File: config.mk
export PLATFORM = sky130hd
export DESIGN_NAME = multicycle_ctrl
export DESIGN_NICKNAME = d
export VERILOG_FILES = /design/src/rtl/multicycle_ctrl.sv
export SDC_FILE = /design/constraint.sdc
export NUM_CORES = 1
export LEC_CHECK = 0
export CORE_ASPECT_RATIO = 0.6
export CORE_UTILIZATION = 45
export DETAILED_ROUTE_END_ITERATION = 12
export GPL_ROUTABILITY_DRIVEN = 0
export PLACE_DENSITY = 0.81
export SETUP_SLACK_MARGIN = 0.02
export SYNTH_ARGS = -nofsm -noshare
export SYNTH_HDL_FRONTEND = slang
export SYNTH_SLANG_ARGS = --single-unit
File: constraint.sdc
create_clock -name clk -period 3.3 [get_ports clk]
set_input_delay 0.99 -clock clk [delete_from_list [all_inputs] [get_ports clk]]
set_output_delay 0.99 -clock clk [all_outputs]
set_load 0.005 [all_outputs]
File: src/rtl/multicycle_ctrl.sv
// Multicycle sequencer for the lab RISC-V datapath: steps each instruction through
// FETCH/DECODE/EXEC/MEM/WB, waits on memory ready, traps on illegal opcodes or timeouts.
module multicycle_ctrl #(
   parameter int CNT_W   = 32,
   parameter int TIMEOUT = 16
) (
   input  logic             clk,
   input  logic             rst,
   input  logic             run,
   input  logic [31:0]      instr,
   input  logic             eq,
   input  logic             imem_ready,
   input  logic             dmem_ready,
   output logic             imem_req,
   output logic             ir_we,
   output logic             pc_we,
   output logic             pc_src,
   output logic             reg_write,
   output logic             alu_src,
   output logic [2:0]       alu_ctrl,
   output logic [1:0]       imm_src,
   output logic             dmem_req,
   output logic             dmem_we,
   output logic             result_src,
   output logic [2:0]       state,
   output logic             halted,
   output logic [CNT_W-1:0] instret
);

   typedef enum logic [2:0] {
      S_FETCH  = 3'd0,
      S_DECODE = 3'd1,
      S_EXEC   = 3'd2,
      S_MEM    = 3'd3,
      S_WB     = 3'd4,
      S_TRAP   = 3'd7
   } state_t;

   localparam int WAIT_W = (TIMEOUT > 1) ? $clog2(TIMEOUT + 1) : 1;
   localparam logic [WAIT_W-1:0] WAIT_LAST = (TIMEOUT > 0) ? WAIT_W'(TIMEOUT - 1) : '0;
   localparam logic [WAIT_W-1:0] WAIT_MAX  = '1;

   state_t             cur_state, nxt_state;
   logic [WAIT_W-1:0]  wait_cnt;
   logic [CNT_W-1:0]   instret_q;
   logic               retire, waiting, ready_now, timed_out, in_instr;

   logic [6:0] opcode, funct7;
   logic [2:0] funct3;
   logic       is_addi, is_add, is_sub, is_beq, is_bne, is_lw, is_sw;
   logic       is_branch, is_mem, legal;
   logic       unused_instr_bits;

   assign opcode = instr[6:0];
   assign funct3 = instr[14:12];
   assign funct7 = instr[31:25];
   assign unused_instr_bits = ^{instr[24:15], instr[11:7]};

   assign is_addi = (opcode == 7'b0010011) && (funct3 == 3'b000);
   assign is_add  = (opcode == 7'b0110011) && (funct3 == 3'b000) && (funct7 == 7'b0000000);
   assign is_sub  = (opcode == 7'b0110011) && (funct3 == 3'b000) && (funct7 == 7'b0100000);
   assign is_beq  = (opcode == 7'b1100011) && (funct3 == 3'b000);
   assign is_bne  = (opcode == 7'b1100011) && (funct3 == 3'b001);
   assign is_lw   = (opcode == 7'b0000011) && (funct3 == 3'b010);
   assign is_sw   = (opcode == 7'b0100011) && (funct3 == 3'b010);

   assign is_branch = is_beq | is_bne;
   assign is_mem    = is_lw | is_sw;
   assign legal     = is_addi | is_add | is_sub | is_branch | is_mem;

   assign state   = cur_state;
   assign halted  = (cur_state == S_TRAP);
   assign instret = instret_q;

   // Decode fields are only driven while an instruction is in flight.
   assign in_instr = (cur_state == S_DECODE) || (cur_state == S_EXEC) ||
                     (cur_state == S_MEM)    || (cur_state == S_WB);
   assign alu_src  = in_instr & (is_addi | is_mem);
   assign alu_ctrl = (in_instr & (is_sub | is_branch)) ? 3'b001 : 3'b000;
   assign imm_src  = !in_instr ? 2'b00 : is_sw ? 2'b01 : is_branch ? 2'b10 : 2'b00;

   // Handshake: a request is held every cycle until the matching ready is seen high in
   // the same cycle; ready with no request is ignored. Ready beats a coincident timeout.
   always_comb begin
      waiting   = ((cur_state == S_FETCH) && run) || (cur_state == S_MEM);
      ready_now = (cur_state == S_MEM) ? dmem_ready : imem_ready;
      timed_out = (TIMEOUT > 0) && waiting && !ready_now && (wait_cnt == WAIT_LAST);
   end

   always_comb begin
      nxt_state  = cur_state;
      imem_req   = 1'b0;
      ir_we      = 1'b0;
      pc_we      = 1'b0;
      pc_src     = 1'b0;
      reg_write  = 1'b0;
      dmem_req   = 1'b0;
      dmem_we    = 1'b0;
      result_src = 1'b0;
      retire     = 1'b0;
      case (cur_state)
         S_FETCH: begin
            if (run) begin
               imem_req = 1'b1;
               if (imem_ready) begin
                  ir_we     = 1'b1;
                  nxt_state = S_DECODE;
               end else if (timed_out) begin
                  nxt_state = S_TRAP;
               end
            end
         end
         S_DECODE: nxt_state = legal ? S_EXEC : S_TRAP;
         S_EXEC: begin
            if (is_branch) begin
               pc_we     = 1'b1;
               pc_src    = is_beq ? eq : ~eq;
               retire    = 1'b1;
               nxt_state = S_FETCH;
            end else if (is_mem) begin
               nxt_state = S_MEM;
            end else begin
               nxt_state = S_WB;
            end
         end
         S_MEM: begin
            dmem_req = 1'b1;
            dmem_we  = is_sw;
            if (dmem_ready) begin
               if (is_sw) begin
                  pc_we     = 1'b1;
                  retire    = 1'b1;
                  nxt_state = S_FETCH;
               end else begin
                  nxt_state = S_WB;
               end
            end else if (timed_out) begin
               nxt_state = S_TRAP;
            end
         end
         S_WB: begin
            reg_write  = 1'b1;
            result_src = is_lw;
            pc_we      = 1'b1;
            retire     = 1'b1;
            nxt_state  = S_FETCH;
         end
         S_TRAP:  nxt_state = S_TRAP;
         default: nxt_state = S_TRAP;
      endcase
      if (rst) begin
         imem_req  = 1'b0;
         ir_we     = 1'b0;
         pc_we     = 1'b0;
         reg_write = 1'b0;
         dmem_req  = 1'b0;
         dmem_we   = 1'b0;
         retire    = 1'b0;
      end
   end

   always_ff @(posedge clk) begin
      if (rst) begin
         cur_state <= S_FETCH;
         instret_q <= '0;
         wait_cnt  <= '0;
      end else begin
         cur_state <= nxt_state;
         if (retire) begin
            instret_q <= instret_q + CNT_W'(1);
         end
         if ((nxt_state != cur_state) || !waiting) begin
            wait_cnt <= '0;
         end else if (!ready_now && (wait_cnt != WAIT_MAX)) begin
            wait_cnt <= wait_cnt + WAIT_W'(1);
         end
      end
   end

endmodule
==> flow_summary.yaml, run 1 <==
drt:
  drc: 0
  drt_first_pass_iters: 5
  wl_um: 7810
  vias: 2775
  vias_per_cell: 6.10
  first_iter_violations: 266
  post_drt_wl_per_cell_um: 17.2
  ant_nets: 0
pwr:
  ir_drop_v: 0.000273
  leakagePower_nw: 1.21
  powerDensity_nw_per_um2: 384
  total_power_mw: 1.34
die:
  initial_utilization_pct: 47.1
  rows: 20
  die_y_um: 58.6
  io_pins: 88
  dieArea_um2: 5640
  fp.coreArea_um2: 5100
  die_x_um: 96.3
logic_synthesis:
  synth.top_cell.area_share_pct: 33.3
  yosysSeqAreaShare_pct: 33.3
  yosysTopAreaCell: "dfxtp_1"
  avgSynthCellArea_um2: 8.20
  synth.distinct_cells: 54
  ys.flop_type: "dfxtp_1"
  syn-cell-area_um2: 2400
  synth_edf_count: 0
  synthCells: 293
  synth_warnings: 0
  async_reset_ff_share_pct: 0
  synth-seq-cells: 40
  synth_area_leaders: "dfxtp_1 33%, a21oi_1 7.1%, o31ai_1 6.6%"
finish:
  layout_common_cells: "43 x clkdlybuf4s50_1, 40 x dfxtp_1, 36 x buf_4, 33 x a21oi_1, 21 x o31ai_1"
  diodes: 0
  seqCellArea_um2: 801
  layoutNonFillerInstCount: 455
  fin_area_um2: 3490
  fin_util_pct: 68.4
  final_nets: 430
  mostFrequentLayoutCell: "clkdlybuf4s50_1"
  area_delta_synth_final_pct: 45.4
  drive_gt1_share_pct: 19.3
  multiInputGateArea_um2: 1550
  n_fill_cell: 434
global_routing:
  busiest_layer: "met1"
  track_usage_pct: 28.4
  antenna_found_initial: 0
  grtUsageMet2_pct: 40.5
  grt_pass1_vias: 2470
  met3_usage_pct: 9.04
  overflow: 0
  grt_max_degree: 41
  grt.met1_usage_pct: 41.3
  grt_pass1_wl_um: 12100
worst_setup_path:
  worst-path-stages: 6
  startpoint_type: "input port"
  startpoint: "instr[5]"
  cp-end-kind: "output port"
  cpPeakStageDelay_ns: 0.48
  timing.critical_path.to: "alu_ctrl[0]"
  worst_path_max_delay_cell: "or4b_4"
  cp.arrival_ns: 2.29
  crit_type: "input port to output port"
  ff2ff_setup_slack_ns: 0.63
  r2r_cells: 7
  path_cells: "dlygate4sd2_1 -> or4b_4 -> nor3_4 -> nand3_2 -> a21oi_2 -> buf_2"
  r2r_end: "instret[23]$_SDFFE_PP0P_"
  crit_path_max_fanout: 2
  r2r_start: "state[2]$_SDFF_PP0_"
  crit_required_ns: 2.31
  crit_family: "simple AND/OR/NAND/NOR gates"
  cp_num_buf_inv: 2
cts:
  cts_tree: "yes"
  cts_root_buffer: "clkbuf_8"
  clk_pin_slew_worst_paths_ns: 0.08
  cts_num_sinks: 40
  numCtsBuffers: 5
  clock_path_buffers: 2
  cts.htree.levels: 2
  insertion_delay_ns: 0.29
sta:
  drv_slew: 0
  fin_skew_ns: 0.00925
  slew_headroom_pct: 37.2
  finalSetupViolCount: 0
  fin_crit_sh_pct: 99.3
  rsz0062_at_grt: "yes"
  fmax_mhz: 305
  worst_pin_slew_ns: 0.941
  post-route-min-period_ns: 3.28
  hold_viol_final: 0
outcome:
  status: "complete, no violations"
place:
  dpl.hpwl_um: 5330
  io_buffers: 70
  place_inst: 440
  place_area_um2: 3270
worst_hold_path:
  hold_path_class: "flip-flop to flip-flop"
flow_run:
  maxCapViolCount: 0
[logic make-up after synthesis]
kind of cell,share of synthesized area (%)
adders and majority gates,2.08
other,0.156
buffers and inverters,7.14
muxes,0.833
DFF,33.3
xor gates and xnor gates,2.19
AOI/OAI and AO/OA,22.3
and+or+nand+nor,31.9
[where the power goes]
| group | internal, mW | switching, mW | total [mW] |
|---|---|---|---|
| clock | 0.170 | 0.178 | 0.348 |
| sequential | 0.508 | 0.0583 | 0.566 |
| combinational | 0.184 | 0.241 | 0.425 |
| total | 0.862 | 0.477 | 1.34 |
[Yosys cell counts, types with 2 or more instances]
| master | instances |
|---|---|
| nand4_1 | 8 |
| or3_1 | 8 |
| nand2b_1 | 3 |
| or4b_1 | 2 |
| inv_1 | 10 |
| nor4_1 | 6 |
| or4_1 | 20 |
| nor3_1 | 9 |
| nor3b_1 | 2 |
| clkbuf_1 | 9 |
| nand2_1 | 19 |
| dfxtp_1 | 40 |
| o21ai_0 | 11 |
| and4_1 | 2 |
| nand3_1 | 15 |
| o41ai_1 | 2 |
| buf_4 | 2 |
| a211oi_1 | 3 |
| a21oi_1 | 34 |
| buf_6 | 6 |
| dlygate4sd1_1 | 2 |
| o31ai_1 | 21 |
| mux2i_1 | 2 |
| xnor2_1 | 3 |
| o211ai_1 | 2 |
| nor2_1 | 17 |
| and3_1 | 2 |
| nand3b_1 | 2 |
| xor2_1 | 3 |
| ha_1 | 4 |
[routing by layer]
layer | up-vias | routed length (um)
li1 | 1310 | -
met1 | 1329 | 3550
met2 | 128 | 3440
met3 | 8 | 731
met4 | 0 | 79
met5 | - | 0
[sequential cells by signal, indices dropped and copies added, names as in the netlist]
| signal | cells |
|---|---|
| instret | 32 |
| state | 3 |
| wait_cnt | 5 |
[through the flow]
step / hold WS, ns / setup WS, ns / setup TNS (ns)
after detailed placement: 0.480 / -0.765 / -6.40
final: 0.494 / 0.0243 / 0
after floorplan: 0.466 / 0.0495 / 0
after CTS: 0.500 / -0.0541 / -0.0541
after global routing: 0.535 / -0.0375 / -0.0375
after global placement: 0.469 / -0.734 / -4.98
[what timing repair did]
| action | 4_1_cts | 5_1_grt |
|---|---|---|
| gates cloned | 0 | 0 |
| resized for setup | 60 | 14 |
| buffers inserted | 7 | 0 |
| pin swaps | 13 | 13 |
| endpoints found under the hold margin | 0 | 0 |
| setup endpoints to repair | 11 | 8 |
| hold buffers | 0 | 0 |
[worst register-to-register path, delay by kind of cell (launching register included)]
family,cells,cell delay (ns)
and+or+nand+nor,2,1.18
AOI/OAI and AO/OA,3,0.52
DFF,1,0.47
buffers and inverters,2,0.43
[worst min path at each step]
stage                             start                  endpoint  slack (ns)  depth (start not counted)
3_5_place_dp   instret[31]$_SDFFE_PP0P_  instret[31]$_SDFFE_PP0P_        0.48                          2
3_3_place_gp   instret[31]$_SDFFE_PP0P_  instret[31]$_SDFFE_PP0P_        0.47                          2
4_1_cts        instret[31]$_SDFFE_PP0P_  instret[31]$_SDFFE_PP0P_        0.50                          2
5_1_grt        instret[20]$_SDFFE_PP0P_  instret[20]$_SDFFE_PP0P_        0.54                          2
2_1_floorplan  instret[31]$_SDFFE_PP0P_  instret[31]$_SDFFE_PP0P_        0.47                          2
6_report       instret[31]$_SDFFE_PP0P_  instret[31]$_SDFFE_PP0P_        0.49                          2
[cell type report]
type / instances / area share (%)
tap: 66 / 2.36
clock inverter: 1 / 0.215
multi-input combinational: 225 / 44.2
timing repair buffer: 106 / 26.7
inverter: 10 / 1.07
clock buffer: 7 / 2.47
sequential: 40 / 22.9
Note: power is estimated with default switching activity, not from simulation.
==> inputs of run 2 (changes only) <==
--- a/config.mk
+++ b/config.mk
@@ -8,7 +8,7 @@
 export CORE_ASPECT_RATIO = 0.6
 export CORE_UTILIZATION = 45
 export DETAILED_ROUTE_END_ITERATION = 12
-export GPL_ROUTABILITY_DRIVEN = 0
+export GPL_ROUTABILITY_DRIVEN = 1
 export PLACE_DENSITY = 0.81
 export SETUP_SLACK_MARGIN = 0.02
 export SYNTH_ARGS = -nofsm -noshare
==> results of run 2 <==
No change in the layout: final DEF, timing and power equal those of run 1.
==> inputs of run 3 (changes only) <==
--- a/config.mk
+++ b/config.mk
@@ -5,6 +5,7 @@
 export SDC_FILE = /design/constraint.sdc
 export NUM_CORES = 1
 export LEC_CHECK = 0
+export CAP_MARGIN = 15
 export CORE_ASPECT_RATIO = 0.6
 export CORE_UTILIZATION = 45
 export DETAILED_ROUTE_END_ITERATION = 12
==> results of run 3 <==
No change in the layout: final DEF, timing and power equal those of run 1.
